$ cat config.mk
export PLATFORM = sky130hd
export DESIGN_NAME = abft_seq_ctrl
export DESIGN_NICKNAME = d
export VERILOG_FILES = /design/src/rtl/abft_pkg.sv /design/src/rtl/chk_cmp_n.sv /design/src/rtl/abft_seq_ctrl.sv
export SDC_FILE = /design/constraint.sdc
export NUM_CORES = 1
export LEC_CHECK = 0
export BUFFER_PORTS_ARGS = -buffer_cell sky130_fd_sc_hd__buf_2
export CAP_MARGIN = 40
export CORE_MARGIN = 2
export CORE_UTILIZATION = 40
export CTS_CLUSTER_SIZE = 25
export DETAILED_ROUTE_END_ITERATION = 10
export GPL_ROUTABILITY_DRIVEN = 0
export PLACE_DENSITY = 0.67
export SYNTH_ARGS = -nofsm -noshare
export SYNTH_HDL_FRONTEND = slang
export SYNTH_SLANG_ARGS = --single-unit
$ cat constraint.sdc
create_clock -name clk -period 3.2 [get_ports clk]
set_clock_uncertainty 0.15 [all_clocks]
set_input_delay 0.48 -clock clk [delete_from_list [all_inputs] [get_ports clk]]
set_output_delay 0.48 -clock clk [all_outputs]
set_load 0.005 [all_outputs]
$ cat src/rtl/abft_pkg.sv
// abft_pkg: shared FSM state type and default sizing for the ABFT checksum sequencer
package abft_pkg;
  localparam int ARRAY_SIZE = 4;
  localparam int ADDR_WIDTH = 3;
  localparam int Z_BITS = 12;
  typedef enum logic [2:0] {IDLE, LOAD, ACC, DRAIN, CHECK, CLEAR} state_t;
endpackage

$ cat src/rtl/chk_cmp_n.sv
// chk_cmp_n: exact per-column equality check producing a mismatch mask
module chk_cmp_n #(
  parameter int n = 4,
  parameter int w = 12
) (
  input  logic [n*w-1:0] a,
  input  logic [n*w-1:0] b,
  output logic [n-1:0]   mis
);
  for (genvar i = 0; i < n; i++) begin : g_col
    assign mis[i] = a[i*w +: w] != b[i*w +: w];
  end
endmodule

$ cat src/rtl/abft_seq_ctrl.sv
// abft_seq_ctrl: sequences load/accumulate/check/clear of an ABFT checksum array
module abft_seq_ctrl
  import abft_pkg::*;
#(
  parameter int arraySize    = ARRAY_SIZE,
  parameter int addressWidth = ADDR_WIDTH,
  parameter int zBits        = Z_BITS
) (
  input  logic                       clk,
  input  logic                       rst,
  input  logic                       start,
  input  logic                       abort,
  input  logic [arraySize*zBits-1:0] acc_in,
  input  logic [arraySize*zBits-1:0] exp_in,
  output logic                       loading,
  output logic                       valid,
  output logic                       interrupt,
  output logic                       busy,
  output logic                       done,
  output logic                       error,
  output logic [arraySize-1:0]       err_col
);
  localparam logic [addressWidth-1:0] LAST = addressWidth'(arraySize - 1);
  state_t                     state_q, state_d;
  logic [addressWidth-1:0]    cnt_q, cnt_d;
  logic [arraySize*zBits-1:0] exp_q, exp_d;
  logic [arraySize-1:0]       err_col_q, err_col_d, mis;
  logic                       chk_q, chk_d;
  chk_cmp_n #(.n(arraySize), .w(zBits)) u_cmp (.a(acc_in), .b(exp_q), .mis(mis));
  // chk_q remembers that CLEAR was reached through CHECK, so done stays a pure state decode
  always_comb begin
    state_d   = state_q;
    cnt_d     = cnt_q;
    exp_d     = exp_q;
    err_col_d = err_col_q;
    chk_d     = state_q == CHECK;
    case (state_q)
      IDLE: if (start) begin
        state_d   = LOAD;
        cnt_d     = '0;
        exp_d     = exp_in;
        err_col_d = '0;
      end
      LOAD, ACC: begin
        cnt_d   = cnt_q == LAST ? '0 : cnt_q + 1'b1;
        state_d = abort ? CLEAR : cnt_q != LAST ? state_q : state_q == LOAD ? ACC : DRAIN;
      end
      DRAIN: state_d = abort ? CLEAR : CHECK;
      CHECK: begin
        state_d   = CLEAR;
        err_col_d = mis;
      end
      default: state_d = IDLE;
    endcase
  end
  always_ff @(posedge clk or negedge rst) begin
    if (!rst) begin
      state_q   <= IDLE;
      cnt_q     <= '0;
      exp_q     <= '0;
      err_col_q <= '0;
      chk_q     <= 1'b0;
    end else begin
      state_q   <= state_d;
      cnt_q     <= cnt_d;
      exp_q     <= exp_d;
      err_col_q <= err_col_d;
      chk_q     <= chk_d;
    end
  end
  assign loading   = state_q == LOAD;
  assign valid     = state_q == ACC;
  assign interrupt = state_q == CLEAR;
  assign busy      = state_q != IDLE;
  assign done      = state_q == CLEAR && chk_q;
  assign error     = |err_col_q;
  assign err_col   = err_col_q;
endmodule

# After elaboration in Yosys (flattened, before gate mapping)

Index checks and enable logic that the tools add are counted.

Register bits after elaboration: 59
Input port bits: 100
Output and inout bits: 10
Word-level logic and storage cells: 41

Add/sub/neg operators: 1
Eq/ne operators: 13
Muxes and demuxes: 11
Reductions and logical operators: 11

Operators with widths:

| operator                                                               | count |
|---|---|
| 12-bit != test                                                         | 4 |
| 3-bit 2-to-1 mux                                                       | 5 |
| 3-bit one-hot mux with 4 select lines                                  | 1 |
| 3-bit by 2-bit equality test with 1-bit output (second input constant) | 3 |
| 4-bit one-hot mux with 2 select lines                                  | 1 |
| 2-bit AND reduction                                                    | 4 |
| 3-bit equality test (second input constant)                            | 2 |
| 3-bit one-hot mux with 2 select lines                                  | 1 |
| 4-bit 2-to-1 mux                                                       | 1 |
| 2-bit nonzero test                                                     | 2 |
| 4-bit OR reduction                                                     | 1 |
| 3-bit by 1-bit adder with 3-bit output (second input constant)         | 1 |
| 3-bit by 1-bit equality test with 1-bit output (second input constant) | 1 |
| 3-bit zero test                                                        | 1 |
| 3-bit by 2-bit != test with 1-bit output (second input constant)       | 1 |
| 3-bit != test (second input constant)                                  | 1 |
| 3-bit nonzero test                                                     | 1 |
| 1-bit 2-to-1 mux                                                       | 2 |
| 2-bit != test (second input constant)                                  | 1 |
| 2-bit OR reduction                                                     | 1 |
| 1-bit logical AND                                                      | 1 |

# Longest topological paths before layout

Depth in word-level cells: 5
Gate-level depth with buffers: 6
Gate-level depth less buffers: 5

# Hierarchy

A second synthesis with hierarchy kept.

Cells, all modules: 215
Area, all modules: 2,881.5 um^2

By module, submodules not included:

| module        | instances | cells each | area an instance (um^2) | seq. area each (um^2) |
|---|---|---|---|---|
| abft_seq_ctrl | 1         | 151        | 2,366.0                 | 1,476.4 |
| chk_cmp_n     | 1         | 64         | 515.5                   | 0.0 |

# Least setup slack after synthesis

OpenSTA, ideal clock, no wires.

Kind: register to output
From: register state_q[1]
To: output port done
Arrival: 0.914 ns
Data required time: 2.570 ns
Slack: 1.656 ns
Stages on the path, launching flop included: 4
Buffers on the path: 1
Path through: dfrtp_1 buf_2 and3b_1 and2_1

Cells in the longest elaborated chain, start to end: 2

Ends and longest elaborated chain:

| what                     | RTL line            | source |
|---|---|---|
| start: declaration       | abft_seq_ctrl.sv:24 | `state_t state_q, state_d;` |
| start signal: assignment | abft_seq_ctrl.sv:64 | `state_q <= state_d;` |
| 3-bit equality test      | --                  |  |
| via interrupt            | abft_seq_ctrl.sv:17 | `output logic interrupt,` |
| 1-bit logical AND        | abft_seq_ctrl.sv:75 | `assign done = state_q == CLEAR && chk_q;` |
| end: declaration         | abft_seq_ctrl.sv:19 | `output logic done,` |

The timed path passes the listed nets, and every way through them passes these cells.

# Final worst setup path

From: register err_col_q[1], in the netlist err_col[1]
To: output port error

Cells in the longest elaborated chain, start to end: 1

Ends and longest elaborated chain:

| what                     | RTL line            | source |
|---|---|---|
| start: declaration       | abft_seq_ctrl.sv:27 | `logic [arraySize-1:0] err_col_q, err_col_d, mis;` |
| start signal: assignment | abft_seq_ctrl.sv:67 | `err_col_q <= err_col_d;` |
| 4-bit OR reduction       | abft_seq_ctrl.sv:76 | `assign error = \|err_col_q;` |
| end: declaration         | abft_seq_ctrl.sv:20 | `output logic error,` |

Every way passes these cells.

==> results <==
- Synthesis produced a netlist with a net count of 421.
- After clock tree synthesis, the clock-pin slew on the worst setup and hold paths is 0.07 ns.
- The synthesis warning total is 0.
- The hold violation count in the final report was 0.
- Setup repair after global routing left no endpoint under its margin.
- The full die area is 7900 um2.
- The placement-stage worst setup slack is 1.25 ns.
- The per-instance average area after synthesis is 9.00 um2.
- For this run, asynchronously set or reset flops after synthesis account for 100%.
- The number of iterations in the first detailed-routing pass is 6.
- Relative to the synthesized area, the layout overhead comes to 29.8%.
- The synthesized netlist occupies a cell area of 2880 um2.
- During placement, the flow inserted port buffers numbering 109.
- The total setup buffers inserted after CTS is 0.
- Synthesis inferred 59 register bits.
- The final instance area is 3740 um2.
- The maximum clock rate is 0.489 GHz.
- The worst-case headroom to the max-slew limit is 50.7%.
- Across the VDD grid, the largest voltage drop is 0.312 mV.
- The category of the critical setup timing path is reg2out.
- In this run the worst hold path is classified as in2async.
- The TritonCTS clock tree is yes.
- The total global routing overflow is 0.
- The core outline area is 6870 um2.
- Dividing the detail-routed wire length by the instance count gives 12.4 um.
- STA classifies the critical path startpoint as a flip-flop.
- For this block, the routed nets add up to 6610 um of wire.
- The number of fill cells is 677.
- The tree is rooted in a clkbuf_8.
- The number of vias per cell after detailed routing is 4.54.
- The tree built by TritonCTS fans out to 59 sinks.
- The top flip-flop cell by instance count after synthesis is dfrtp_1.
- The antenna diode count is 0.
- The detailed router placed 2,413 vias in this run.
- The pin count of the biggest net entering global routing is 32.
- The number of global-route vias before repair is 2,406.
- The number of H-tree levels is 3.
- The slew of the pin with the lowest slew margin is 0.740 ns.
- The later pin in the worst-skew pair is clocked with a latency of 0.32 ns.
- Global routing consumed, over all layers together, 17.5% of the routing resources.
- In this run, post-CTS repair resized a total of 0 instances.
- The first global-routing pass estimated 10,600 um of wire.
- For this design the ratio of total power to cell area is 808 nW/um2.
- The number of enable flip-flop cells after synthesis is 0.
- The count of nets left with antenna violations once routing finished came out at 0.
- The analysis attributes to cell leakage a power of 1.95 nW.
- After synthesis, flip-flops and latches occupy 51.2% of the total area.
- The number of max-capacitance violations reported is 0.
- Dividing the final minimum period by the clock period gives 64.0%.
- From bottom edge to top edge, the die measures 88.9 um.
- The arrival time of data at the critical path endpoint is 1.42 ns.
- The largest incremental delay on the critical path is 0.54 ns.
- The starting utilization of the core area is 41.9%.
- The number of pins with negative max-slew slack in the final report is 0.
- STA classifies the critical path endpoint as an output port.
- The time the final worst path needs with I/O delays and setup is 2.05 ns.
- The number of buffers inserted for hold repair after clock tree synthesis is 0.
- Among all stages on the critical path, the largest delay is contributed by or4_1.
- The worst endpoint required time is 2.57 ns.
- The setup total negative slack is 0 ns.
- After legalization and detailed placement, the total HPWL measured 4920 um.
- The cell count after synthesis came out at 320.
- The width of the die is 88.9 um.
- The critical path goes through or4_1, buf_2.
- Once placement finished, the instance area stood at 3550 um2.
- Setup violations remaining at the end of the flow were counted as 0.
- The number of clock buffers added by TritonCTS is 9.
- The tightest hold path in the finished design has a slack of 0.0585 ns.
- The post-route core utilization is 54.4%.
- The run finished with clean final reports.
- The initial antenna violation count is 0.
- The final setup slack of the worst path is 1.15 ns.
- The detailed router finished its first iteration with 108 violations.
- The number of rows created at floorplan is 30.
- The I/O pin count is 110.
- Of all nets on the critical path, the largest fanout is 3.
- The number of different library cells used by synthesis comes to 32.
- For this run, design rule violations remaining after detail routing come to 0.
- The count of nets after finishing is 531.
- The maximum buffer depth of the clock tree is 2.
- Cells with a size suffix above 1 make up 30.1% of the layout.
[cell families (layout without fill, tap and decap cells)]
kind of cell / after synthesis / after routing / share of synthesized area [%]
AO/OA/AOI/OAI: 21 / 21 / 4.78
XOR/XNOR: 48 / 48 / 14.6
adder cells (fa/ha/maj): 1 / 1 / 0.434
buffers and inverters: 15 / 130 / 2.95
flip-flops: 59 / 59 / 51.2
multiplexers: 2 / 2 / 0.695
AND/OR/NAND/NOR: 174 / 174 / 25.3
[cell usage after synthesis, types with 2 or more instances]
| cell | instances | share of area [%] |
|---|---|---|
| nand2_1 | 145 | 19 |
| dfrtp_1 | 59 | 51 |
| xnor2_1 | 32 | 9.7 |
| xor2_1 | 16 | 4.9 |
| nand4_1 | 8 | 1.7 |
| a21oi_1 | 7 | 1.2 |
| nor2_1 | 7 | 0.91 |
| buf_2 | 5 | 0.87 |
| a31oi_1 | 4 | 0.87 |
| clkbuf_1 | 4 | 0.52 |
| nor4_1 | 4 | 0.87 |
| a22o_1 | 2 | 0.61 |
| and2_1 | 2 | 0.43 |
| buf_4 | 2 | 0.52 |
| buf_6 | 2 | 0.78 |
| inv_1 | 2 | 0.26 |
| mux2i_1 | 2 | 0.69 |
| nand2b_1 | 2 | 0.43 |
| o21ai_0 | 2 | 0.35 |
[sequential cells by signal, indices dropped and copies added (netlist names)]
signal / flops
state_q: 3
exp_q: 48
err_col: 4
chk_q: 1
cnt_q: 3
[routing by layer]
metal	GRT usage (%)	routed length, um
met5	0	0
met4	6.20	66
met3	4.01	349
met2	28.4	3130
met1	23.1	3070
[per-stage QoR]
step                      instances  power, W
after floorplan                 320   0.00208
after global placement          513   0.00232
after detailed placement        515   0.00241
after CTS                       531   0.00306
after global routing            531   0.00328
final                           531   0.00302
[placed cells by master, fill, tap and decap left out, types with 4 or more instances in the layout]
cell      count
buf_2       109
clkbuf_8     13
dfrtp_1      59
xor2_1       16
xnor2_1      32
nor4_1        4
nor2_1        7
nand4_1       8
nand2_1     144
a31oi_1       4
a21oi_1       7
[final timing paths]
path / slack (ns) / end / from / cells past startpoint
max: 1.15 / error / err_col[1]$_DFFE_PN0P_ / 2
min: 0.06 / cnt_q[0]$_DFFE_PN0P_ / rst / 1
max reg2reg: 1.23 / err_col[3]$_DFFE_PN0P_ / state_q[1]$_DFFE_PN0P_ / 5
min reg2reg: 0.34 / exp_q[28]$_DFFE_PN0P_ / exp_q[28]$_DFFE_PN0P_ / 2
max in group asynchronous: 2.20 / exp_q[3]$_DFFE_PN0P_ / rst / 2
min in group clk: 0.20 / exp_q[16]$_DFFE_PN0P_ / exp_in[16] / 3
[layout make-up]
| type | count | area (um2) | share of cell area, % |
|---|---|---|---|
| Tap cell | 96 | 120 | 3.21 |
| Inverter | 2 | 7.51 | 0.201 |
| Timing Repair Buffer | 112 | 621 | 16.6 |
| Multi-Input combinational cell | 246 | 1320 | 35.4 |
| Sequential cell | 59 | 1480 | 39.5 |
| Clock buffer | 15 | 186 | 4.98 |
| Clock inverter | 1 | 5.00 | 0.134 |
[power by group]
group | internal (W) | leakage (nW) | switching [W]
registers | 0.00108 | 0.736 | 0.000264
clock network | 0.000366 | 0.0997 | 0.000278
logic | 0.000527 | 1.11 | 0.000505
[worst max-delay path, delay by kind of cell, from the launching register on]
kind | cells | cell delay (ns)
and+or+nand+nor | 1 | 0.54
DFF | 1 | 0.41
buffers and inverters | 1 | 0.15
No activity file was read; power rests on OpenSTA's default activity.
